$ cat src/rtl/ether_rx_reader.sv
// Reads frames out of the MII receive buffer: GETSIZE, then one GETDATA per word, streamed with a last flag.
// Latency: one word in flight; each word costs cs assert + upstream response + one OUT handshake cycle.
// Backpressure: rdr_rdy low holds the current word and no further GETDATA is issued until it is accepted.
module ether_rx_reader #(
    parameter int         MAX_WORDS   = 376,
    parameter int         TIMEOUT     = 64,
    parameter logic [3:0] CMD_GETSIZE = 4'd1,
    parameter logic [3:0] CMD_GETDATA = 4'd2
) (
    input  logic        rdr_clk,
    input  logic        rdr_rst,
    input  logic        rdr_en,
    output logic        erx_cs,
    output logic [3:0]  erx_cmd,
    input  logic        erx_ready,
    input  logic [31:0] erx_data,
    output logic [31:0] rdr_data,
    output logic        rdr_valid,
    input  logic        rdr_rdy,
    output logic        rdr_last,
    output logic [8:0]  rdr_words,
    output logic        rdr_trunc,
    output logic        rdr_err,
    output logic        rdr_busy
);

    localparam int         TW    = $clog2(TIMEOUT + 1);
    localparam logic [8:0] MAX_W = 9'(MAX_WORDS);

    typedef enum logic [2:0] {SYNC, IDLE, SIZE_REQ, DATA_REQ, OUT} state_t;

    state_t          state;
    logic            ready_seen;
    logic [8:0]      word_cnt;
    logic [8:0]      n_words;
    logic [TW-1:0]   tmo_cnt;

    logic            tog;
    logic [8:0]      size_w;
    logic [8:0]      n_next;
    logic            tmo_hit;

    assign tog      = (erx_ready != ready_seen);
    assign size_w   = erx_data[8:0];
    assign n_next   = (size_w > MAX_W) ? MAX_W : size_w;
    assign tmo_hit  = (tmo_cnt == TW'(TIMEOUT - 1));
    assign rdr_busy = (state != IDLE);

    always_ff @(posedge rdr_clk or posedge rdr_rst) begin
        if (rdr_rst) begin
            state      <= SYNC;
            ready_seen <= 1'b0;
            word_cnt   <= '0;
            n_words    <= '0;
            tmo_cnt    <= '0;
            erx_cs     <= 1'b0;
            erx_cmd    <= 4'd0;
            rdr_data   <= '0;
            rdr_valid  <= 1'b0;
            rdr_last   <= 1'b0;
            rdr_words  <= '0;
            rdr_trunc  <= 1'b0;
            rdr_err    <= 1'b0;
        end else begin
            rdr_err <= 1'b0;
            case (state)
                SYNC: begin
                    ready_seen <= erx_ready;
                    state      <= IDLE;
                end
                IDLE: begin
                    if (tog) begin
                        ready_seen <= erx_ready;
                        if (rdr_en) begin
                            state   <= SIZE_REQ;
                            erx_cs  <= 1'b1;
                            erx_cmd <= CMD_GETSIZE;
                            tmo_cnt <= '0;
                        end
                    end
                end
                SIZE_REQ: begin
                    if (tog) begin
                        ready_seen <= erx_ready;
                        erx_cs     <= 1'b0;
                        erx_cmd    <= 4'd0;
                        rdr_words  <= size_w;
                        rdr_trunc  <= (size_w > MAX_W);
                        n_words    <= n_next;
                        word_cnt   <= '0;
                        state      <= (n_next == 9'd0) ? IDLE : DATA_REQ;
                    end else if (tmo_hit) begin
                        erx_cs  <= 1'b0;
                        erx_cmd <= 4'd0;
                        rdr_err <= 1'b1;
                        state   <= SYNC;
                    end else begin
                        tmo_cnt <= tmo_cnt + TW'(1);
                    end
                end
                DATA_REQ: begin
                    // cs is always low for a cycle between commands so each strobe is a fresh request
                    if (!erx_cs) begin
                        erx_cs  <= 1'b1;
                        erx_cmd <= CMD_GETDATA;
                        tmo_cnt <= '0;
                    end else if (tog) begin
                        ready_seen <= erx_ready;
                        erx_cs     <= 1'b0;
                        erx_cmd    <= 4'd0;
                        rdr_data   <= erx_data;
                        rdr_valid  <= 1'b1;
                        rdr_last   <= (word_cnt == n_words - 9'd1);
                        state      <= OUT;
                    end else if (tmo_hit) begin
                        erx_cs    <= 1'b0;
                        erx_cmd   <= 4'd0;
                        rdr_err   <= 1'b1;
                        rdr_valid <= 1'b0;
                        state     <= SYNC;
                    end else begin
                        tmo_cnt <= tmo_cnt + TW'(1);
                    end
                end
                OUT: begin
                    // a toggle seen here is left pending; it answers the next command
                    if (rdr_rdy) begin
                        rdr_valid <= 1'b0;
                        rdr_last  <= 1'b0;
                        word_cnt  <= word_cnt + 9'd1;
                        state     <= rdr_last ? IDLE : DATA_REQ;
                    end
                end
                default: state <= SYNC;
            endcase
        end
    end

endmodule

$ cat config.mk
export PLATFORM = sky130hd
export DESIGN_NAME = ether_rx_reader
export DESIGN_NICKNAME = d
export VERILOG_FILES = /design/src/rtl/ether_rx_reader.sv
export SDC_FILE = /design/constraint.sdc
export NUM_CORES = 1
export LEC_CHECK = 0
export BUFFER_PORTS_ARGS = -buffer_cell sky130_fd_sc_hd__clkbuf_2
export CORE_ASPECT_RATIO = 1.4
export CORE_MARGIN = 2
export CORE_UTILIZATION = 33
export DETAILED_ROUTE_END_ITERATION = 8
export PLACE_DENSITY = 0.58
export SLEW_MARGIN = 20
export SYNTH_ARGS = -nofsm -noshare
export SYNTH_HDL_FRONTEND = slang
export SYNTH_SLANG_ARGS = --single-unit
$ cat constraint.sdc
create_clock -name rdr_clk -period 6.8 [get_ports rdr_clk]
set_input_delay 1.02 -clock rdr_clk [delete_from_list [all_inputs] [get_ports rdr_clk]]
set_output_delay 1.02 -clock rdr_clk [all_outputs]
set_load 0.05 [all_outputs]
# Yosys cells after proc, flatten, opt, wreduce, memory -nomap -nowiden
# Cells that the tools add are included.
[totals]
rom_bits = 0
wordCells = 97
latch_bits = 0
output_inout_bits = 51
reg_bits = 79
mem_bits_rw = 0
memories = 0
input_bits = 37
[classes]
n_mul = 0
n_addsub = 3
n_div = 0
n_eq_ne = 16
shifts = 0
magnitude_cmp = 1
bitwise_logic = 0
mux = 48
n_reduce_logical = 16
[ops]
columns = ["operator", "count"]
rows = [
  ["7-bit 2-to-1 mux", 5],
  ["9-bit 2-to-1 mux", 3],
  ["3-bit 2-to-1 mux", 7],
  ["7-bit case mux with 3 select lines", 1],
  ["4-bit 2-to-1 mux", 5],
  ["9-bit case mux with 2 select lines", 1],
  ["1-bit 2-to-1 mux", 17],
  ["4-bit AND reduction", 4],
  ["3-bit case mux with 5 select lines", 1],
  ["2-bit != test, second input constant", 6],
  ["4-bit case mux with 3 select lines", 1],
  ["9-bit by 1-bit adder with 9-bit output, second input constant", 1],
  ["9-bit equality test", 1],
  ["9-bit greater-than comparator, second input constant", 1],
  ["9-bit logical NOT", 1],
  ["3-bit AND reduction", 3],
  ["9-bit by 1-bit subtractor with 9-bit output, second input constant", 1],
  ["7-bit by 1-bit adder with 7-bit output, second input constant", 1],
  ["7-bit by 6-bit equality test with 1-bit output, second input constant", 1],
  ["3-bit by 2-bit equality test with 1-bit output, second input constant", 2],
  ["3-bit != test, second input constant", 2],
  ["1-bit case mux with 2 select lines", 3],
  ["1-bit case mux with 3 select lines", 2],
  ["3-bit nonzero test", 2],
  ["9 further kinds", 12],
]

# Depth between registers and ports, before layout
# Gate-level depths: netlist of the first run.
[logic_depth]
ltp_word = 6
depth_mapped = 7
mapped_depth_nobuf = 7

# Worst setup path after synthesis of the first run
# Ideal clock, no wire load.
[synth_timing]
kind = "input-to-reg"
startpoint = "input erx_ready"
endpoint = "register rdr_last"
n_path_buf = 1
required_time_ns = 6.674
stages = 6
arrival_time_ns = 2.182
setup_time_ns = 0.126
setup_slack_ns = 4.491
cell_sequence = "xnor2_2 or3_1 buf_2 and3_1 and4b_1 nor3_2"
[synth_via]
elab_chain_cells = 3
[synth_rtl]
columns = ["element", "line", "rtl"]
rows = [
  ["from (decl)", "15", "input logic erx_ready,"],
  ["1-bit != test", "43", "assign tog = (erx_ready != ready_seen);"],
  ["2-bit != test (no source line)", "-", ""],
  ["4-bit AND reduction (no source line)", "-", ""],
  ["to (signal assigned)", "113", "rdr_last <= (word_cnt == n_words - 9'd1);"],
  ["to (decl)", "20", "output logic rdr_last,"],
]
# Every way passes these cells.
# A chain may end at the register's enable or synchronous reset.

# Worst setup path after layout of the first run
[layout_timing]
startpoint = "register state[0]"
endpoint = "output rdr_busy"
[layout_via]
elab_chain_cells = 1
[layout_rtl]
columns = ["element", "line", "rtl"]
rows = [
  ["from (decl)", "32", "state_t state;"],
  ["from (signal assigned)", "91", "state <= (n_next == 9'd0) ? IDLE : DATA_REQ;"],
  ["from (signal assigned)", "131", "state <= rdr_last ? IDLE : DATA_REQ;"],
  ["3-bit by 1-bit != test with 1-bit output", "47", "assign rdr_busy = (state != IDLE);"],
  ["to (decl)", "24", "output logic rdr_busy"],
]
# Every way passes these cells.

==> metrics.txt, run 1 <==
outcome completed; leading post-synthesis cells by cell area dfrtp_1 54%, nand2_1 15%, xor2_1 2.6%; commonest cells in the netlist 152 x nand2_1, 79 x dfrtp_1, 23 x nor2_1; simple-gate share of the synthesized area 28.23%; number of antenna diodes 0; Area Growth Syn to Fin 24.67%; Num CTS Buffers 9; final setup TNS 0 ps; hold violation count in the final report 0; Post-synth EDFFs 0; RSZ-0062 raised after global routing false; Yosys cell types 50; Synth Warn # 0; fraction of layout cells with a size suffix above 1 24.05%; post-synthesis compound-gate area fraction 7.930%; met2 Usage GRT 26.41%; most frequent cell after synthesis nand2_1; Finished Core Util 42.36%; final WL 9006 um; vias per std cell 4.877; Most Used Layer, Global Route met2; dominant cell type by area after synthesis dfrtp_1; CP Class flop to primary output; Startpoint Class flop; worst-margin pin slew 976.1 ps; P_int 1.289 mW; post-synth top area share 53.54%; mux contribution to synthesized area 0.8472%; Synth Area in XOR/XNOR 5.185%; crit end category primary output; clk_lat worst skew 340 ps; Max-Slew Margin vs Limit 33.90%; TritonCTS clock tree built; drt drc 0; fmax 0.3719 GHz; GPL Wtd Cong 0.8172; VDD IR max 0.0002562 V; register area share after synthesis 53.54%; clk buf depth 2; PortBufs 87; total of max-cap violations 0; Post-Synth Adder-Cell Area 1.017%; Setup Skew 7.587 ps; hold depth 2; Crit Path Max Fanout 13; Required @ worst endpoint 5780 ps; nets 534; Setup violations, final 0; syn avg cell area 9.094 um^2; largest net degree at the start of global routing 80; # Post-CTS Setup Buffers 0; Die ar. 12060 um^2; Die Wd 93.40 um; H-tree Lvls 3; GRT overflow 0; total track usage 15.69%; post-route ant nets 0; IO Count 88; Critical Path AT 1670 ps; P_sw 1.154 mW; depth of the most critical reg-to-reg path 6; Clock transition at path regs 60 ps; antenna violations before repair 0; Net Sw Frac 47.24%; GR Util met3 3.198%; vias in the first global route 3032; combinational family with the most area after synthesis simple AND/OR/NAND/NOR gates; Initial Utilization 33.98%; final slew viol count 0; Hold Crit Class flop to flop; Comb power frac 44.9%; wire length per cell 14.07 um; vias 3121; HPWL Detailed 6455 um; Seq cells post-synth 79; CTS Hold Bufs 0; FFs w/ async S/R, synth 100.0%; Pleak 2.391 nW; DRT Pass-1 Iters 4; Die H 129.2 um; post-layout min period 2689 ps; Post-Syn Area 3692 um^2; wire length of the first global-routing pass 15000 um; FP Rows 45; Gate Count Post-Synth 406; met1 usage 19.95%; syn_nets 446; Pwr per Cell Area 530.8 nW/um^2; Root Driver clkbuf_16; sequential group share of total power 32.1%; Final Cycle Share 39.54%; drt initial violations 138; prevailing post-synth register cell dfrtp_1; clock share of power 23.0%; post-CTS sizing 0; core region area 10870 um^2; Sink Count 79
-- power by group through the flow --
stage	Sequential, mW	Clock, mW	Combinational, mW
6_report	0.784	0.562	1.10
5_1_grt	0.811	0.592	1.19
4_1_cts	0.785	0.570	1.11
3_5_place_dp	0.790	0	1.11
3_3_place_gp	0.786	0	1.09
2_1_floorplan	1.16	0	0.471
-- cell usage in the layout (no fill, tap or decap), types with 5 or more instances in the layout --
master,n
nand3_1,10
nand2_1,152
nand4_1,5
nor3_1,10
nor2_1,23
clkbuf_2,87
xor2_1,11
clkbuf_16,9
a21oi_1,13
dfrtp_1,79
a31oi_1,6
inv_1,8
xnor2_1,9
o21ai_0,10
-- metrics by stage --
stage	power (mW)	setup slack, ps	hold slack, ps	instance area (um^2)	cells
floorplan	1.634	3757	467.6	3692	406
global placement	1.877	3926	457.5	4254	624
detailed placement	1.898	3902	463.7	4254	624
CTS	2.464	4103	479.2	4599	640
global route	2.597	3976	494.6	4603	640
finish	2.444	4111	475.1	4603	640
-- sequential cells by signal, indices dropped and copies added, names as in the netlist --
| register | count |
|---|---|
| rdr_valid | 1 |
| n_words | 9 |
| word_cnt | 9 |
| ready_seen | 1 |
| rdr_data | 32 |
| state | 3 |
| erx_cs | 1 |
| erx_cmd | 4 |
| rdr_trunc | 1 |
| rdr_words | 9 |
| rdr_err | 1 |
| rdr_last | 1 |
| tmo_cnt | 7 |
-- per-layer routing --
layer | vias to the layer above | wire (um)
met2 | 84 | 4678
met5 | - | 0
met4 | 0 | 185
li1 | 1532 | -
met1 | 1490 | 3790
met3 | 15 | 351
-- worst paths after layout --
kind | from | endpoint | slack [ps]
setup / recovery | state[0] | rdr_busy | 4110
hold / removal | rdr_words[7] | rdr_words[7] | 480
setup reg to reg | tmo_cnt[0] | tmo_cnt[5] | 4580
hold reg to reg | rdr_words[7] | rdr_words[7] | 480
max in group asynchronous | rdr_rst | n_words[8] | 5450
min in group asynchronous | rdr_rst | rdr_data[19] | 850
-- critical path: stages (launching register included) --
cell      delay (ps)
dfrtp_1          620
nand2b_1         220
nor2_1           200
inv_1             60
clkbuf_2         230
-- cells by family (layout without fill, tap and decap cells) --
group	after synthesis	in the layout
fa+ha+maj	3	3
compound gates	45	45
xor+xnor	21	21
buf+inv	23	116
simple gates	232	232
mux	3	3
flops	79	79
-- final cells by class --
cell class | count | area [um^2]
Clock inverter | 6 | 116.4
Sequential cell | 79 | 1977
Clock buffer | 10 | 229.0
Fill cell | 1064 | 6264
Timing Repair Buffer | 91 | 469.2
Tap cell | 141 | 176.4
Multi-Input combinational cell | 304 | 1600
Inverter | 9 | 35.03
No activity file was read; power rests on OpenSTA's default activity.
==> run 2: changes to the inputs <==
==> constraint.sdc (replaced) <==
create_clock -name rdr_clk -period 2.6 [get_ports rdr_clk]
set_input_delay 0.39 -clock rdr_clk [delete_from_list [all_inputs] [get_ports rdr_clk]]
set_output_delay 0.39 -clock rdr_clk [all_outputs]
set_load 0.05 [all_outputs]
==> metrics.txt, run 2 (synthesized netlist as in run 1, its figures left out) <==
outcome completed; Sink Count 79; post-place instance area 4299 um^2; core region area 10870 um^2; Setup Skew 6.869 ps; HPWL Detailed 6734 um; post-route ant nets 0; Required @ worst endpoint 2210 ps; FP Rows 45; placed insts 630; Num CTS Buffers 9; Hold Crit Class primary input to async pin; total track usage 16.10%; clk_lat worst skew 340 ps; Die ar. 12060 um^2; final slew viol count 0; post-layout min period 2025 ps; Final Cycle Share 77.90%; RSZ-0062 raised after global routing false; vias 3108; final setup TNS 0 ps; Startpoint Class flop; most common cell after layout, fill and taps aside nand2_1; nets 540; hold violation count in the final report 0; Die H 129.2 um; vias per std cell 4.811; Pwr per Cell Area 1370 nW/um^2; drt initial violations 123; Initial Utilization 33.98%; clk buf depth 2; drt drc 0; final WL 9134 um; Non-Filler Instances 646; Setup violations, final 0; wire length of the first global-routing pass 15220 um; fin area 4629 um^2; CP Class flop to primary output; reg2reg start state[2]; fmax 0.4937 GHz; most frequent cells in the layout 152 x nand2_1, 87 x clkbuf_2, 79 x dfrtp_1, 23 x nor2_1, 13 x a21oi_1; # Post-CTS Setup Buffers 0; VDD IR max 0.0006519 V; number of flip-flops in the largest register 32; post-CTS sizing 0; GPL Wtd Cong 0.8216; Pleak 2.408 nW; Clock transition at path regs 60 ps; TritonCTS clock tree built; Max-Slew Margin vs Limit 50.29%; worst hold slack 135.0 ps; crit end category primary output; Critical path origin state[0]; largest net degree at the start of global routing 43; Area Growth Syn to Fin 25.38%; total of max-cap violations 0; Critical Path AT 1640 ps; wire length per cell 14.14 um; Finished Core Util 42.60%; DRT Pass-1 Iters 5; PortBufs 87; Crit Path Max Fanout 13; CTS Hold Bufs 0; Die Wd 93.40 um; IO Count 88; number of antenna diodes 0; fraction of layout cells with a size suffix above 1 25.15%; H-tree Lvls 3; Biggest register rdr_data; antenna violations before repair 0; vias in the first global route 3107; worst-margin pin slew 744.9 ps; GRT overflow 0; Root Driver clkbuf_16
-- run 2: area by class of cell --
cell class	count	area, um^2
clock buffers	9	225.2
well taps	141	176.4
multi-input cells	304	1600
flip-flops and latches	79	1977
repair buffers	97	510.5
inverters	9	35.03
fillers	1100	6237
clock inverters	7	105.1
-- run 2: stage by stage --
step / total power [mW] / setup WS (ps)
3_3_place_gp: 4.951 / 696.1
3_5_place_dp: 4.999 / 666.7
6_report: 6.342 / 574.7
4_1_cts: 6.407 / 558.0
5_1_grt: 6.761 / 474.2
2_1_floorplan: 4.274 / 186.6
-- run 2: worst max-delay path, cell delays in order, from the launching register on --
cell and delay, ps:
dfrtp_1 590, nand2b_1 210, nor2_1 210, inv_1 60, clkbuf_2 230
-- run 2: per-layer routing --
metal  track usage, %  part of all wire (%)  vias up  routed length [um]
met3            3.372                   3.5       13                 318
met4            6.747                   2.1        0                 188
li1                 -                     -     1540                   -
met2            27.25                    52       73                4750
met5                0                     0        -                   0
met1            19.93                    42     1482                3877
-- run 2: path summary, 6_finish.rpt --
path                       slack (ps)  cells after the start            to
max                               570                      4      rdr_busy
min                               140                      2  rdr_data[20]
max reg2reg                       670                      5   word_cnt[5]
min reg2reg                       470                      2  rdr_words[7]
max in group asynchronous        1800                      3    erx_cmd[2]
min in group rdr_clk              240                      3  rdr_data[22]
-- run 2: power breakdown --
| part | switching (mW) | total, mW | internal (mW) | leakage (nW) |
|---|---|---|---|---|
| registers | 0.393 | 2.05 | 1.66 | 1.02 |
| logic | 2.12 | 2.91 | 0.793 | 1.23 |
| clock network | 0.524 | 1.38 | 0.854 | 0.158 |
==> run 3: changes to the inputs <==
==> constraint.sdc (replaced) <==
create_clock -name rdr_clk -period 2.03 [get_ports rdr_clk]
set_input_delay 0.3045 -clock rdr_clk [delete_from_list [all_inputs] [get_ports rdr_clk]]
set_output_delay 0.3045 -clock rdr_clk [all_outputs]
set_load 0.05 [all_outputs]
==> metrics.txt, run 3 (synthesized netlist as in run 1, its figures left out) <==
PortBufs 87; Area Growth Syn to Fin 25.45%; fmax 0.5478 GHz; FF-to-FF setup slack 200 ps; Setup violations, final 0; Required @ worst endpoint 2300 ps; nets 546; number of antenna diodes 0; highest-delay cell along the critical path or4_1; TritonCTS clock tree built; hold violation count in the final report 0; core region area 10870 um^2; r2r endpoint word_cnt[7]; Pleak 2.411 nW; drt initial violations 154; fin area 4632 um^2; sequential group share of total power 32.6%; H-tree Lvls 3; Clock transition at path regs 60 ps; crit end category flop; post-route ant nets 0; total track usage 15.83%; Startpoint Class flop; depth of the most critical reg-to-reg path 6; Max-Slew Margin vs Limit 64.65%; clk buf depth 2; worst path cell trace xnor2_2 > buf_4 > o31ai_4 > nand4_4 > or4_1 > nand2_1; vias per std cell 4.748; Initial Utilization 33.98%; Die Wd 93.40 um; family with the most delay on the worst path simple AND/OR/NAND/NOR gates; Sink Count 79; Final Cycle Share 89.93%; reg2reg start ready_seen; largest net degree at the start of global routing 80; Setup Skew 5.369 ps; total of max-cap violations 0; CP Class flop to flop; clk_lat worst skew 330 ps; GRT overflow 0; # Post-CTS Setup Buffers 0; Comb power frac 48.7%; Hold Crit Class primary input to async pin; Finished Core Util 42.63%; wire length of the first global-routing pass 14920 um; Die ar. 12060 um^2; RSZ-0062 raised after global routing false; VDD IR max 0.0008063 V; DRT Pass-1 Iters 4; Num CTS Buffers 9; vias 3091; final slew viol count 0; wire length per cell 14.11 um; IO Count 88; slowest stage delay, CP 490 ps; fraction of layout cells with a size suffix above 1 25.88%; clock share of power 18.8%; post-layout min period 1826 ps; post-place instance area 4359 um^2; final setup TNS 0 ps; P_int 4.068 mW; most common cell after layout, fill and taps aside nand2_1; antenna violations before repair 0; number of flip-flops in the largest register 32; Biggest register rdr_data; drt drc 0; outcome completed; Net Sw Frac 48.71%; GPL Wtd Cong 0.8179; Pwr per Cell Area 1712 nW/um^2; most frequent cells in the layout 152 x nand2_1, 87 x clkbuf_2, 79 x dfrtp_1, 23 x nor2_1, 15 x buf_4; Root Driver clkbuf_16; CTS Hold Bufs 0; Critical Path AT 2100 ps; P_sw 3.863 mW; Buf/Inv on CP 1; post-CTS sizing 0; FP Rows 45; final WL 9186 um; vias in the first global route 3042; Die H 129.2 um; worst-margin pin slew 525.5 ps; HPWL Detailed 6611 um; Crit Path Max Fanout 5
## run 3: cell count changes in the layout (fill, tap and decap cells not counted), sizes merged
cell and delta:
buf +6, bufinv -2, clkinvlp +2, clkbuf +1, clkinv -1, inv -1
## run 3: power groups by stage
stage	registers [mW]	logic [mW]	clock network, mW
after floorplan	3.90	1.58	0
after global placement	2.58	3.85	0
after detailed placement	2.61	3.89	0
after CTS	2.58	3.90	1.54
after global routing	2.66	4.19	1.61
final	2.58	3.86	1.49
## run 3: metrics by stage
step | hold slack (ps) | power, mW | instances | setup slack, ps
2_1_floorplan | 409.9 | 5.475 | 406 | 116.4
3_3_place_gp | 450.4 | 6.435 | 636 | 225.3
3_5_place_dp | 451.2 | 6.495 | 636 | 193.1
4_1_cts | 87.53 | 8.025 | 651 | 187.9
5_1_grt | 98.04 | 8.451 | 651 | 45.54
6_report | 61.46 | 7.931 | 651 | 204.4
## run 3: layout make-up
| cell class | instances | area [um^2] |
|---|---|---|
| sequential | 79 | 1977 |
| clock inverter | 5 | 33.78 |
| timing repair buffer | 103 | 568.0 |
| clock buffer | 10 | 239.0 |
| inverter | 9 | 37.54 |
| tap | 141 | 176.4 |
| fill | 1109 | 6235 |
| multi-input combinational | 304 | 1600 |
## run 3: worst max path at each step
| stage | start | endpoint | cells after the start |
|---|---|---|---|
| final | ready_seen | word_cnt[7] | 6 |
| after detailed placement | erx_ready | word_cnt[7] | 7 |
| after CTS | ready_seen | word_cnt[7] | 6 |
| after global placement | erx_ready | word_cnt[7] | 7 |
| after global routing | n_words[0] | rdr_last | 7 |
| after floorplan | erx_cs | rdr_last | 6 |
## run 3: per-layer routing
metal	up-vias	GRT usage (%)	wire length (um)
met3	9	3.198	314
met2	63	27.38	4805
met4	0	6.574	140
met5	-	0	0
met1	1465	19.18	3925
li1	1554	-	-
## run 3: tightest hold or removal path: cells and delay by family
kind / cells / cell delay (ps)
buf+inv: 3 / 520
